## config.mk

```make
export PLATFORM = sky130hd
export DESIGN_NAME = systolic_feeder_flat
export DESIGN_NICKNAME = d
export VERILOG_FILES = /design/src/rtl/systolic_feeder_if.sv /design/src/rtl/systolic_feeder.sv /design/src/flat_wrapper.sv
export SDC_FILE = /design/constraint.sdc
export NUM_CORES = 1
export LEC_CHECK = 0
export BUFFER_PORTS_ARGS = -buffer_cell sky130_fd_sc_hd__buf_4
export CORE_UTILIZATION = 29
export DETAILED_ROUTE_END_ITERATION = 10
export PLACE_DENSITY_LB_ADDON = 0.08
export SLEW_MARGIN = 10
export SYNTH_ARGS = -nofsm -noshare
export SYNTH_HDL_FRONTEND = slang
export SYNTH_SLANG_ARGS = --single-unit
```

## constraint.sdc

```tcl
create_clock -name clk -period 4.4 [get_ports clk]
set_clock_uncertainty 0.05 [all_clocks]
set_input_delay 0.88 -clock clk [delete_from_list [all_inputs] [get_ports clk]]
set_output_delay 0.88 -clock clk [all_outputs]
set_load 0.1 [all_outputs]
```

## src/rtl/systolic_feeder_if.sv

```systemverilog
// RAM read port between systolic_feeder (master) and the weight/activation RAM (slave).
// Read data is valid the cycle after mem_ce.
interface systolic_feeder_if;
  logic        mem_ce;
  logic [14:0] mem_addr;
  logic [31:0] mem_dout;

  modport master (output mem_ce, output mem_addr, input mem_dout);
  modport slave  (input mem_ce, input mem_addr, output mem_dout);
endinterface

```

## src/rtl/systolic_feeder.sv

```systemverilog
// Loads a ROWSxCOLS weight block from RAM, then streams activation words into the array lanes.
// Define SYSTOLIC_FEEDER_SKEW_EN to delay lane i by i cycles (diagonal skew); otherwise lanes move together.
module systolic_feeder #(
  parameter int unsigned DATA_WIDTH = 8,
  parameter int unsigned ROWS       = 4,
  parameter int unsigned COLS       = 4
) (
  input  logic                             clk,
  input  logic                             rst_n,
  input  logic                             start,
  input  logic [14:0]                      w_base,
  input  logic [14:0]                      a_base,
  input  logic [15:0]                      a_len,
  systolic_feeder_if.master                mem,
  output logic                             weights_load,
  output logic [ROWS*COLS*DATA_WIDTH-1:0]  weight_data,
  output logic [ROWS*DATA_WIDTH-1:0]       input_data,
  output logic                             busy,
  output logic                             done,
  output logic                             err
);

  localparam int unsigned IDX_W = (ROWS > 1) ? $clog2(ROWS) : 1;
`ifdef SYSTOLIC_FEEDER_SKEW_EN
  localparam int unsigned DRAIN_LEN = ROWS + COLS - 1;
`else
  localparam int unsigned DRAIN_LEN = COLS;
`endif

  typedef enum logic [2:0] {IDLE, LOAD_W, LATCH, STREAM, DRAIN, FIN} state_t;

  state_t                                state;
  logic                                  ce_q;
  logic [14:0]                           addr_q;
  logic [14:0]                           a_base_q;
  logic [15:0]                           len_q;
  logic [15:0]                           cnt;
  logic                                  w_pend;
  logic                                  s_pend;
  logic [IDX_W-1:0]                      w_idx;
  logic [ROWS-1:0][COLS*DATA_WIDTH-1:0]  weight_q;

  assign mem.mem_ce   = ce_q;
  assign mem.mem_addr = addr_q;
  assign weight_data  = weight_q;

  // w_pend/s_pend mark the cycle a read issued last cycle has its data on mem_dout.
  always_ff @(posedge clk or negedge rst_n) begin
    if (!rst_n) begin
      state        <= IDLE;
      busy         <= 1'b0;
      done         <= 1'b0;
      err          <= 1'b0;
      weights_load <= 1'b0;
      ce_q         <= 1'b0;
      addr_q       <= '0;
      a_base_q     <= '0;
      len_q        <= '0;
      cnt          <= '0;
      w_pend       <= 1'b0;
      s_pend       <= 1'b0;
      w_idx        <= '0;
      weight_q     <= '0;
    end else begin
      done         <= 1'b0;
      err          <= 1'b0;
      weights_load <= 1'b0;
      w_pend       <= ce_q && (state == LOAD_W);
      s_pend       <= ce_q && (state == STREAM);
      w_idx        <= cnt[IDX_W-1:0];
      if (w_pend) weight_q[w_idx] <= mem.mem_dout;

      case (state)
        IDLE: begin
          if (start) begin
            if (a_len == '0) begin
              err <= 1'b1;
            end else begin
              state    <= LOAD_W;
              busy     <= 1'b1;
              ce_q     <= 1'b1;
              addr_q   <= w_base;
              a_base_q <= a_base;
              len_q    <= a_len;
              cnt      <= '0;
            end
          end
        end
        LOAD_W: begin
          if (ce_q) begin
            if (cnt == 16'(ROWS - 1)) begin
              ce_q <= 1'b0;
            end else begin
              cnt    <= cnt + 16'd1;
              addr_q <= addr_q + 15'd1;
            end
          end
          if (w_pend && (w_idx == IDX_W'(ROWS - 1))) begin
            weights_load <= 1'b1;
            state        <= LATCH;
          end
        end
        LATCH: begin
          state  <= STREAM;
          ce_q   <= 1'b1;
          addr_q <= a_base_q;
          cnt    <= '0;
        end
        STREAM: begin
          if (cnt == len_q - 16'd1) begin
            ce_q  <= 1'b0;
            cnt   <= '0;
            state <= DRAIN;
          end else begin
            cnt    <= cnt + 16'd1;
            addr_q <= addr_q + 15'd1;
          end
        end
        DRAIN: begin
          if (cnt == 16'(DRAIN_LEN - 1)) begin
            state <= FIN;
            done  <= 1'b1;
          end else begin
            cnt <= cnt + 16'd1;
          end
        end
        FIN: begin
          state <= IDLE;
          busy  <= 1'b0;
        end
        default: begin
          state <= IDLE;
          busy  <= 1'b0;
          ce_q  <= 1'b0;
        end
      endcase
    end
  end

`ifdef SYSTOLIC_FEEDER_SKEW_EN
  for (genvar i = 0; i < ROWS; i++) begin : g_lane
    logic [DATA_WIDTH-1:0] src;
    logic [DATA_WIDTH-1:0] lane_q;
    assign src = s_pend ? mem.mem_dout[DATA_WIDTH*i +: DATA_WIDTH] : '0;
    if (i == 0) begin : g_direct
      always_ff @(posedge clk or negedge rst_n) begin
        if (!rst_n) lane_q <= '0;
        else        lane_q <= src;
      end
    end else begin : g_delay
      logic [DATA_WIDTH-1:0] dly [i];
      always_ff @(posedge clk or negedge rst_n) begin
        if (!rst_n) begin
          for (int unsigned d = 0; d < i; d++) dly[d] <= '0;
          lane_q <= '0;
        end else begin
          dly[0] <= src;
          for (int unsigned d = 1; d < i; d++) dly[d] <= dly[d-1];
          lane_q <= dly[i-1];
        end
      end
    end
    assign input_data[DATA_WIDTH*i +: DATA_WIDTH] = lane_q;
  end
`else
  logic [ROWS*DATA_WIDTH-1:0] in_q;
  always_ff @(posedge clk or negedge rst_n) begin
    if (!rst_n) in_q <= '0;
    else        in_q <= s_pend ? mem.mem_dout : '0;
  end
  assign input_data = in_q;
`endif

endmodule

```

## src/flat_wrapper.sv

```systemverilog
// flat-port wrapper written by rule: the top's interface ports become plain ports
module systolic_feeder_flat 
#(
  parameter int unsigned DATA_WIDTH = 8,
  parameter int unsigned ROWS       = 4,
  parameter int unsigned COLS       = 4
)
  (clk, rst_n, start, w_base, a_base, a_len, weights_load, weight_data, input_data, busy, done, err, mem_mem_ce, mem_mem_addr, mem_mem_dout);
  systolic_feeder_if mem_i ();
  input  logic clk;
  input  logic rst_n;
  input  logic start;
  input  logic [14:0] w_base;
  input  logic [14:0] a_base;
  input  logic [15:0] a_len;
  output logic weights_load;
  output logic [ROWS*COLS*DATA_WIDTH-1:0] weight_data;
  output logic [ROWS*DATA_WIDTH-1:0] input_data;
  output logic busy;
  output logic done;
  output logic err;
  output wire logic [$bits(mem_i.mem_ce)-1:0] mem_mem_ce;
  output wire logic [$bits(mem_i.mem_addr)-1:0] mem_mem_addr;
  input wire logic [$bits(mem_i.mem_dout)-1:0] mem_mem_dout;
  assign mem_mem_ce = mem_i.mem_ce;
  assign mem_mem_addr = mem_i.mem_addr;
  assign mem_i.mem_dout = mem_mem_dout;
  systolic_feeder #(.DATA_WIDTH(DATA_WIDTH), .ROWS(ROWS), .COLS(COLS)) u_core (.clk(clk), .rst_n(rst_n), .start(start), .w_base(w_base), .a_base(a_base), .a_len(a_len), .mem(mem_i), .weights_load(weights_load), .weight_data(weight_data), .input_data(input_data), .busy(busy), .done(done), .err(err));
endmodule
```

==> qor.yml, run 1 <==
global_route:
  grt_overflow_total: 0
  grt_pass1_wl_um: 44500
  grt_pass1_vias: 7189
  grtUsageTotal_pct: 16.0
  antenna_found_initial: 0
  grt_max_degree: 109
place:
  numPortBuffers: 260
  post-place-ws_ns: 0.715
  place_hpwl_um: 19400
  gp_congestion: 0.749
  post_dp_cell_area_um2: 12500
layout:
  seqCellArea_um2: 5860
  nNetsFinal: 1117
  antenna_cells: 0
  final_cell_area_um2: 13500
  num-fill-cells: 3304
  final_cell_mix: "274 x buf_4, 234 x dfrtp_1, 161 x mux2_2, 37 x and2_1, 36 x nor2_1"
  final_common_cell: "buf_4"
  utilization_pct: 40.1
  multi_input_area_um2: 3930
  drive_gt1_share_pct: 47.7
  areaGrowthSynthToFinish_pct: 35.2
power:
  ir_drop_uv: 267
  p_per_area_nw_per_um2: 421
  p_leak_nw: 6.15
synthesis:
  muxShareOfSynthArea_pct: 18.3
  synth_compound_area_share_pct: 6.61
  synth-simple-area-share_pct: 11.4
  netlist_instances: 768
  yosys_warnings: 0
  ys_seq_elements: 234
  synth_enable_flop_cells: 0
  ys.flop_type: "dfrtp_1"
  synthArstFlopShare_pct: 100
  synth-xor-area-share_pct: 2.45
  syn-num-nets: 852
  syn_area_um2: 10000
  synth_top_family_by_area: "multiplexers"
  ys_seq_area_share_pct: 58.6
  synthAdderAreaFrac_pct: 0.375
  synthDistinctLibCells: 67
  avgSynthCellArea_um2: 13.0
routing:
  vias: 7039
  ant_nets: 0
  wl_per_cell_um: 18.8
  vias_per_cell: 4.69
  drc_errors: 0
  first_pass_iters: 4
  routed_wirelength_um: 28200
  drt_iter0_drc: 210
clock_tree:
  clk_pin_slew_ns: 0.06
  postCtsResizedCells: 0
  cts.sinks: 234
  cts-buffers-inserted: 28
  cts-root-buf: "clkbuf_16"
  clk_latency_ns: 0.54
  htreeDepth: 1
  post_cts_buffers: 0
  cts_tree: "done"
  cts-hold-fix-buffers: 0
  clk_path_buf_depth: 3
sta:
  relSlewSlack_pct: 23.7
  fin_ws_ns: 1.09
  hold_viol_final: 0
  tns_ns: 0
  finalSetupViolCount: 0
  rsz0062_at_grt: "no"
  maxSlewViolCount: 0
  final_min_period_over_clock_period_pct: 75.1
  fmax_ghz: 0.302
  tightest_slew_ns: 1.14
  finalCriticalPeriod_ns: 3.31
run_status:
  outcome: "finished, final reports clean"
floorplanning:
  die_w_um: 188
  fp-row-count: 67
  initial_utilization_pct: 29.7
  core_um2: 33700
  die_y_um: 188
  dieArea_um2: 35200
  num_io_pins: 261
critical_path:
  critPathMaxFanout: 16
  crit_type: "reg2reg"
  cp-end-kind: "register"
  start_kind: "register"
  cp.arrival_ns: 3.67
  regToRegSetupSlack_ns: 1.09
  critical_path_required_ns: 4.77
run:
  drv_cap: 0
hold_path:
  holdCritPathClass: "in2async"
==> power breakdown <==
| part | internal (mW) | total [mW] | switching, mW | leakage [nW] |
|---|---|---|---|---|
| combinational | 0.197 | 0.898 | 0.701 | 2.82 |
| clock | 1.61 | 2.53 | 0.916 | 0.502 |
| sequential | 2.23 | 2.26 | 0.0338 | 2.83 |
==> layout make-up <==
type | count | area share [%]
Multi-Input combinational cell | 480 | 29.0
Clock inverter | 15 | 1.70
Clock buffer | 36 | 5.86
Tap cell | 448 | 4.15
Sequential cell | 234 | 43.3
Inverter | 12 | 0.333
Timing Repair Buffer | 277 | 15.6
==> metrics by stage <==
step,hold slack [ns],power [mW],cells
2_1_floorplan,0.414,2.92,768
3_5_place_dp,0.444,3.21,1451
3_3_place_gp,0.438,3.21,1451
6_report,0.331,5.69,1502
5_1_grt,0.377,5.91,1502
4_1_cts,0.375,5.78,1502
==> worst max-delay path, stage by stage (launching register included) <==
cell and delay (ns):
dfrtp_1 0.49, ha_1 0.29, nor3b_1 0.16, nand4_1 0.25
a31oi_1 0.13, o22ai_1 0.54, nand2_1 0.35, a31oi_4 0.54
mux2_2 0.39
==> final timing paths <==
| check | start | to | cells after the start |
|---|---|---|---|
| max | u_core.cnt[0]$_DFFE_PN0P_ | u_core.mem.mem_addr[1]$_DFFE_PN0P_ | 8 |
| min | rst_n | u_core.weight_data[105]$_DFFE_PN0P_ | 1 |
| max reg2reg | u_core.cnt[0]$_DFFE_PN0P_ | u_core.mem.mem_addr[1]$_DFFE_PN0P_ | 8 |
| min reg2reg | u_core.weight_data[108]$_DFFE_PN0P_ | u_core.weight_data[108]$_DFFE_PN0P_ | 1 |
| max in group asynchronous | rst_n | u_core.weight_data[53]$_DFFE_PN0P_ | 2 |
| min in group clk | u_core.weight_data[108]$_DFFE_PN0P_ | u_core.weight_data[108]$_DFFE_PN0P_ | 1 |
==> logic make-up (layout without fill, tap and decap cells) <==
family / after synthesis / count (layout)
mux: 163 / 163
xor+xnor: 28 / 28
simple gates: 202 / 202
buf+inv: 54 / 340
flops: 234 / 234
compound gates: 84 / 84
fa+ha+maj: 3 / 3
==> layer usage <==
metal  GRT usage (%)  vias to the layer above  wire [µm]
li1                -                     3322          -
met1            21.3                     3501      12500
met2            27.1                      185      13800
met3            3.05                       31       1450
met4            3.44                        0        463
met5               0                        -          0
==> Yosys cell counts (all sizes together), types with 4 or more instances <==
cell type,instances,area (µm²)
xnor2,14,123
a21oi,11,55.1
xor2,14,123
a22oi,9,67.6
nor3b,7,52.6
a221o,4,40.0
or4,5,41.3
nand2,25,93.8
a31oi,4,46.3
dfrtp,234,5860
mux2,161,1810
and3,9,57.6
nor3,15,75.1
and2,38,239
nor4,8,65.1
o211ai,5,37.5
nor2,37,146
nand4,13,81.3
clkbuf,34,131
a32o,11,110
buf,8,50.0
nand3,22,115
inv,12,45.0
o21ai,14,70.1
nor2b,6,37.5
==> state kept, by name, summed over array words and instances, names as in the netlist, 2 cells and up <==
signal               count
u_core.mem.mem_addr     15
u_core.input_data       32
u_core.cnt              16
u_core.state             3
u_core.len_q            16
u_core.weight_data     128
u_core.a_base_q         15
u_core.w_idx             2
Note: power is estimated with default switching activity, not from simulation.
==> run 2: changes to the inputs <==
- clock period: 4.4 -> 2.71 ns (I/O delays scaled with it)
==> run 2 against run 1 <==
The run now ends with setup timing left; hold slack got worse by 0.15 ns; power increased by 59%; critical path depth increased by 2; register-to-register slack got worse by 1.1 ns; clock power increased by 55%; sequential power increased by 62%; design area increased by 4.7%; via count increased by 5.4%; critical path type unchanged; highest routed layer unchanged.
==> qor.yml, run 2 (synthesis results as in run 1) <==
floorplanning:
  die_w_um: 188
  initial_utilization_pct: 29.7
  fp-row-count: 67
  core_um2: 33700
  num_io_pins: 261
  die_y_um: 188
  dieArea_um2: 35200
power:
  p_per_area_nw_per_um2: 640
  p_leak_nw: 6.49
  power_mw: 9.06
  ir_drop_uv: 477
global_route:
  antenna_found_initial: 0
  grt_pass1_wl_um: 45000
  use_met3_pct: 2.66
  grt_max_degree: 79
  top_usage_layer: "met2"
  met2_usage_pct: 26.1
  grt_pass1_vias: 7445
  grtUsageTotal_pct: 16.3
  grt_overflow_total: 0
  use_met1_pct: 22.5
routing:
  wl_per_cell_um: 18.5
  drt_iter0_drc: 320
  ant_nets: 0
  first_pass_iters: 5
  drc_errors: 0
  vias_per_cell: 4.73
  routed_wirelength_um: 29000
  vias: 7417
critical_path:
  crit_buf_inv: 2
  cp_slowest_cell: "or4b_2"
  crit_chain: "buf_4 > nor4_4 > a21boi_2 > or4b_2 > o211ai_1 > o311a_4 > a31oi_4 > buf_6 > o211ai_1 > o31ai_1"
  start_kind: "register"
  cp-end-kind: "register"
  crit_type: "reg2reg"
  critPathMaxFanout: 6
  path_common_cell: "o211ai_1"
  regToRegSetupSlack_ns: -0.02
  critical_path_required_ns: 3.08
  reg2reg_to: "u_core.cnt[10]$_DFFE_PN0P_"
  cp.arrival_ns: 3.10
  r2r-start: "u_core.len_q[0]$_DFFE_PN0P_"
  critPathTopFamily: "simple AND/OR/NAND/NOR gates"
  max_stage_delay_ns: 0.63
  r2r_cells: 10
clock_tree:
  cts-root-buf: "clkbuf_16"
  cts_tree: "done"
  htreeDepth: 1
  cts.sinks: 234
  clk_path_buf_depth: 3
  cts-buffers-inserted: 28
  clk_latency_ns: 0.54
  clk_pin_slew_ns: 0.06
place:
  place_hpwl_um: 19700
  numPortBuffers: 260
  dp_cells: 1512
  gp_congestion: 0.752
sta:
  rsz0062_at_grt: "yes"
  finalCriticalPeriod_ns: 2.73
  fmax_ghz: 0.366
  finalSetupViolCount: 2
  hold_viol_final: 0
  maxSlewViolCount: 0
  tightest_slew_ns: 0.815
  whs_ns: 0.180
  relSlewSlack_pct: 45.5
  final_min_period_over_clock_period_pct: 101
  fin_ws_ns: -0.0198
hold_path:
  holdCritPathClass: "in2reg"
  min_path_cells: 2
  min-delay-start: "a_base[2]"
  min_to: "u_core.a_base_q[2]$_DFFE_PN0P_"
layout:
  final_common_cell: "buf_4"
  largest_reg_flops: 128
  fin_cells: 1567
  nNetsFinal: 1183
  drive_gt1_share_pct: 51.7
  antenna_cells: 0
  areaGrowthSynthToFinish_pct: 41.6
  final_cell_mix: "330 x buf_4, 234 x dfrtp_1, 161 x mux2_2, 37 x and2_1, 36 x nor2_1"
  num-fill-cells: 3266
run:
  drv_cap: 0
run_status:
  outcome: "complete, but fails checks"
  failed_checks: "setup timing"
==> run 2: cell count changes in the layout (fill, tap and decap cells not counted), moves of 3 or more <==
| cell | previous run | this run |
|---|---|---|
| o21ai_1 | 0 | 4 |
| o21ai_0 | 14 | 10 |
| buf_12 | 2 | 7 |
| clkinv_2 | 7 | 4 |
| buf_4 | 274 | 330 |
| buf_6 | 0 | 3 |
| clkbuf_1 | 3 | 7 |
==> run 2: power breakdown <==
| group | switching, mW | internal (mW) |
|---|---|---|
| sequential | 0.0549 | 3.62 |
| combinational | 1.14 | 0.337 |
| clock | 1.47 | 2.44 |
==> run 2: how the worst max path moves through the flow <==
stage	from	endpoint	slack, ns	depth (start not counted)
detailed placement	a_len[2]	u_core.cnt[6]$_DFFE_PN0P_	-0.28	9
global route	u_core.len_q[0]$_DFFE_PN0P_	u_core.cnt[10]$_DFFE_PN0P_	-0.18	10
finish	u_core.len_q[0]$_DFFE_PN0P_	u_core.cnt[10]$_DFFE_PN0P_	-0.02	10
floorplan	u_core.len_q[0]$_DFFE_PN0P_	u_core.mem.mem_addr[11]$_DFFE_PN0P_	-0.005	11
global placement	a_len[2]	u_core.cnt[6]$_DFFE_PN0P_	-0.27	9
CTS	u_core.len_q[0]$_DFFE_PN0P_	u_core.cnt[10]$_DFFE_PN0P_	-0.09	12
==> run 2: timing repair <==
item / in CTS / in global routing
endpoints found under the setup margin: 34 / 34
gates cloned: 0 / 0
hold buffers: 1 / 0
setup buffers: 4 / 0
resized for setup: 10 / 19
pin swaps: 4 / 5
hold endpoints to repair: 29 / 0
==> run 2: cell type report <==
cell class	count	area [µm²]	area share, %
clock buffer	40	807	5.70
clock inverter	10	155	1.10
inverter	12	45.0	0.318
multi-input combinational	480	4050	28.6
sequential	234	5860	41.3
tap	448	561	3.96
timing repair buffer	343	2690	19.0
==> run 2: metal layers <==
layer	routed length (µm)	up-vias
met5	0	-
met1	13200	3685
met3	1570	45
li1	-	3456
met2	13500	231
met4	727	0
==> run 2: through the flow <==
step / setup TNS [ns] / utilization (%) / setup slack [ns] / instance area (µm²)
floorplan: -0.0316 / - / -0.00461 / 10000
global placement: -8.20 / 38.7 / -0.271 / 13000
detailed placement: -8.95 / 38.7 / -0.285 / 13000
CTS: -1.33 / 41.8 / -0.0900 / 14100
global route: -2.74 / 42.0 / -0.182 / 14200
finish: -0.0324 / 42.0 / -0.0198 / 14200
==> run 3: changes to the inputs <==
- ABC_AREA: default -> 1
==> run 3 against run 2 <==
The run now ends clean; sequential share of layout area is 1.1 points higher; maximum frequency is 17% higher; critical path depth is 3 higher; global-route usage is 0.32 points higher; final cell count is 24% higher; routed wire length is 3.8% higher; first-iteration DRC count is 35% higher; register-to-register slack better by 0.40 ns; area after synthesis is 3.9% higher; non-clock buffer count is 67 lower; setup slack better by 0.40 ns; critical path type unchanged.
==> qor.yml, run 3 <==
run_status:
  outcome: "finished, final reports clean"
synthesis:
  synthDistinctLibCells: 37
  synthArstFlopShare_pct: 100
  syn_area_um2: 10400
  ys_top_cells_by_area: "dfrtp_1 56%, nand2_1 13%, o21ai_0 7.4%"
  ys_seq_elements: 234
  yosys_warnings: 0
  synth_top_area_cell: "dfrtp_1"
  avgSynthCellArea_um2: 8.62
  ys.flop_type: "dfrtp_1"
  syn-num-nets: 1289
  ys_seq_area_share_pct: 56.4
  synth_top_area_share_pct: 56.4
  ys_top_cells_by_count: "349 x nand2_1, 234 x dfrtp_1, 153 x inv_1, 153 x o21ai_0, 74 x nand3_1"
  netlist_instances: 1205
  synth_enable_flop_cells: 0
  synth.most_common_cell: "nand2_1"
floorplanning:
  die_y_um: 191
  num_io_pins: 261
  initial_utilization_pct: 29.8
  die_w_um: 191
  core_um2: 34900
  dieArea_um2: 36600
  fp-row-count: 68
routing:
  highest_layer: "met5"
  wl_per_cell_um: 15.5
  wl_met2_um: 13300
  route.met3.wl_um: 1750
  routed_wirelength_um: 30100
  drc_errors: 0
  first_pass_iters: 5
  vias_per_cell: 4.43
  drt_iter0_drc: 433
  ant_nets: 0
  vias: 8616
  m1WireLength_um: 14600
sta:
  finalSetupViolCount: 0
  final_min_period_over_clock_period_pct: 86.1
  relSlewSlack_pct: 56.9
  maxSlewViolCount: 0
  finalCriticalPeriod_ns: 2.33
  tns_ns: 0
  hold_viol_final: 0
  rsz0062_at_grt: "no"
  fmax_ghz: 0.429
  tightest_slew_ns: 0.644
layout:
  multi_input_area_um2: 3750
  final_common_cell: "nand2_1"
  num-fill-cells: 3642
  drive_gt1_share_pct: 25.6
  antenna_cells: 0
  seqCellArea_um2: 5860
  final_cell_mix: "347 x nand2_1, 270 x buf_4, 234 x dfrtp_1, 153 x inv_1, 153 x o21ai_0"
  largest_reg_flops: 128
  areaGrowthSynthToFinish_pct: 32.8
  nNetsFinal: 1553
critical_path:
  max_stage_delay_ns: 0.58
  start_kind: "register"
  cp-end-kind: "register"
  crit_type: "reg2reg"
  critical_path_required_ns: 3.11
  crit_buf_inv: 3
  cp_slowest_cell: "dfrtp_1"
  crit_chain: "nor2_4 > nand2_2 > nor2_1 > a21oi_1 > nand3_1 > nor2_4 > inv_1 > nor2_1 > nand2_1 > nand2_1 > inv_1 > nand2_2 > inv_2"
  cp.arrival_ns: 2.73
  critPathMaxFanout: 16
  worstSetupStartpoint: "u_core.state[2]$_DFFE_PN0P_"
  r2r-start: "u_core.state[2]$_DFFE_PN0P_"
  critPathTopFamily: "simple AND/OR/NAND/NOR gates"
global_route:
  grt_pass1_vias: 8580
  grt_max_degree: 65
  antenna_found_initial: 1
  grtUsageTotal_pct: 16.6
  grt_overflow_total: 0
  grt_pass1_wl_um: 48100
clock_tree:
  post_cts_buffers: 0
  cts-buffers-inserted: 28
  htreeDepth: 1
  cts_tree: "done"
  postCtsResizedCells: 0
  cts.sinks: 234
  cts-hold-fix-buffers: 1
  cts-root-buf: "clkbuf_16"
  clk_pin_slew_ns: 0.06
  clk_latency_ns: 0.55
  clk_path_buf_depth: 3
hold_path:
  holdCritPathClass: "in2reg"
  min-delay-start: "mem_mem_dout[25]"
place:
  place_hpwl_um: 22300
  gp_congestion: 0.828
  numPortBuffers: 260
run:
  drv_cap: 0
[run 3: changes by cell type in the layout (fill, tap and decap cells not counted), moves of 15 or more]
cell	before	now
nor2_1	36	61
nand2_1	24	347
inv_1	10	153
and2_1	37	1
buf_4	330	270
nand2_2	1	16
nand3_1	20	71
mux2_2	161	16
o21ai_0	10	153
[run 3: final cells by class]
class | instances | area share, %
well taps | 455 | 4.13
flip-flops and latches | 234 | 42.5
clock buffers | 42 | 5.82
inverters | 164 | 4.46
repair buffers | 276 | 15.5
multi-input cells | 765 | 27.2
clock inverters | 7 | 0.472
[run 3: worst reg2reg max path: stages, from the launching register on]
cell     delay, ns
dfrtp_1       0.58
nor2_4        0.16
nand2_2       0.13
nor2_1        0.08
a21oi_1       0.13
nand3_1       0.17
nor2_4        0.36
inv_1         0.18
nor2_1        0.11
nand2_1       0.08
nand2_1       0.07
inv_1         0.04
nand2_2       0.06
inv_2         0.03
[run 3: metrics by stage]
step	utilization (%)	instances	hold WS (ns)	setup slack (ns)	area, µm²
after floorplan	-	1205	0.196	0.220	10400
after global placement	37.0	1893	0.418	0.392	12900
after detailed placement	37.0	1893	0.425	0.339	12900
after CTS	39.5	1943	0.108	0.359	13800
after global routing	39.5	1943	0.130	0.0502	13800
final	39.5	1943	0.140	0.377	13800
[run 3: logic make-up after synthesis]
group	synth area share, %
flops	56.4
buf+inv	7.69
simple gates	23.3
xor+xnor	1.86
compound gates	8.69
mux	1.73
fa+ha+maj	0.361
[run 3: routing by layer]
layer / up-vias / global-route usage (%)
li1: 4342 / -
met1: 4018 / 23.9
met2: 219 / 26.0
met3: 35 / 2.90
met4: 2 / 3.27
met5: - / 0
[run 3: final timing paths]
| check | end | slack, ns | depth (start not counted) |
|---|---|---|---|
| setup / recovery | u_core.cnt[3]$_DFFE_PN0P_ | 0.38 | 13 |
| hold / removal | u_core.input_data[25]$_DFF_PN0_ | 0.14 | 3 |
| setup reg to reg | u_core.cnt[3]$_DFFE_PN0P_ | 0.38 | 13 |
| hold reg to reg | u_core.weight_data[96]$_DFFE_PN0P_ | 0.43 | 2 |
| max in group asynchronous | u_core.weight_data[125]$_DFFE_PN0P_ | 1.47 | 3 |
| min in group asynchronous | u_core.input_data[8]$_DFF_PN0_ | 0.47 | 2 |
Power of run 3 is not shown: default switching activity piles up to over one toggle a cycle in this logic, so the estimate is an artifact.
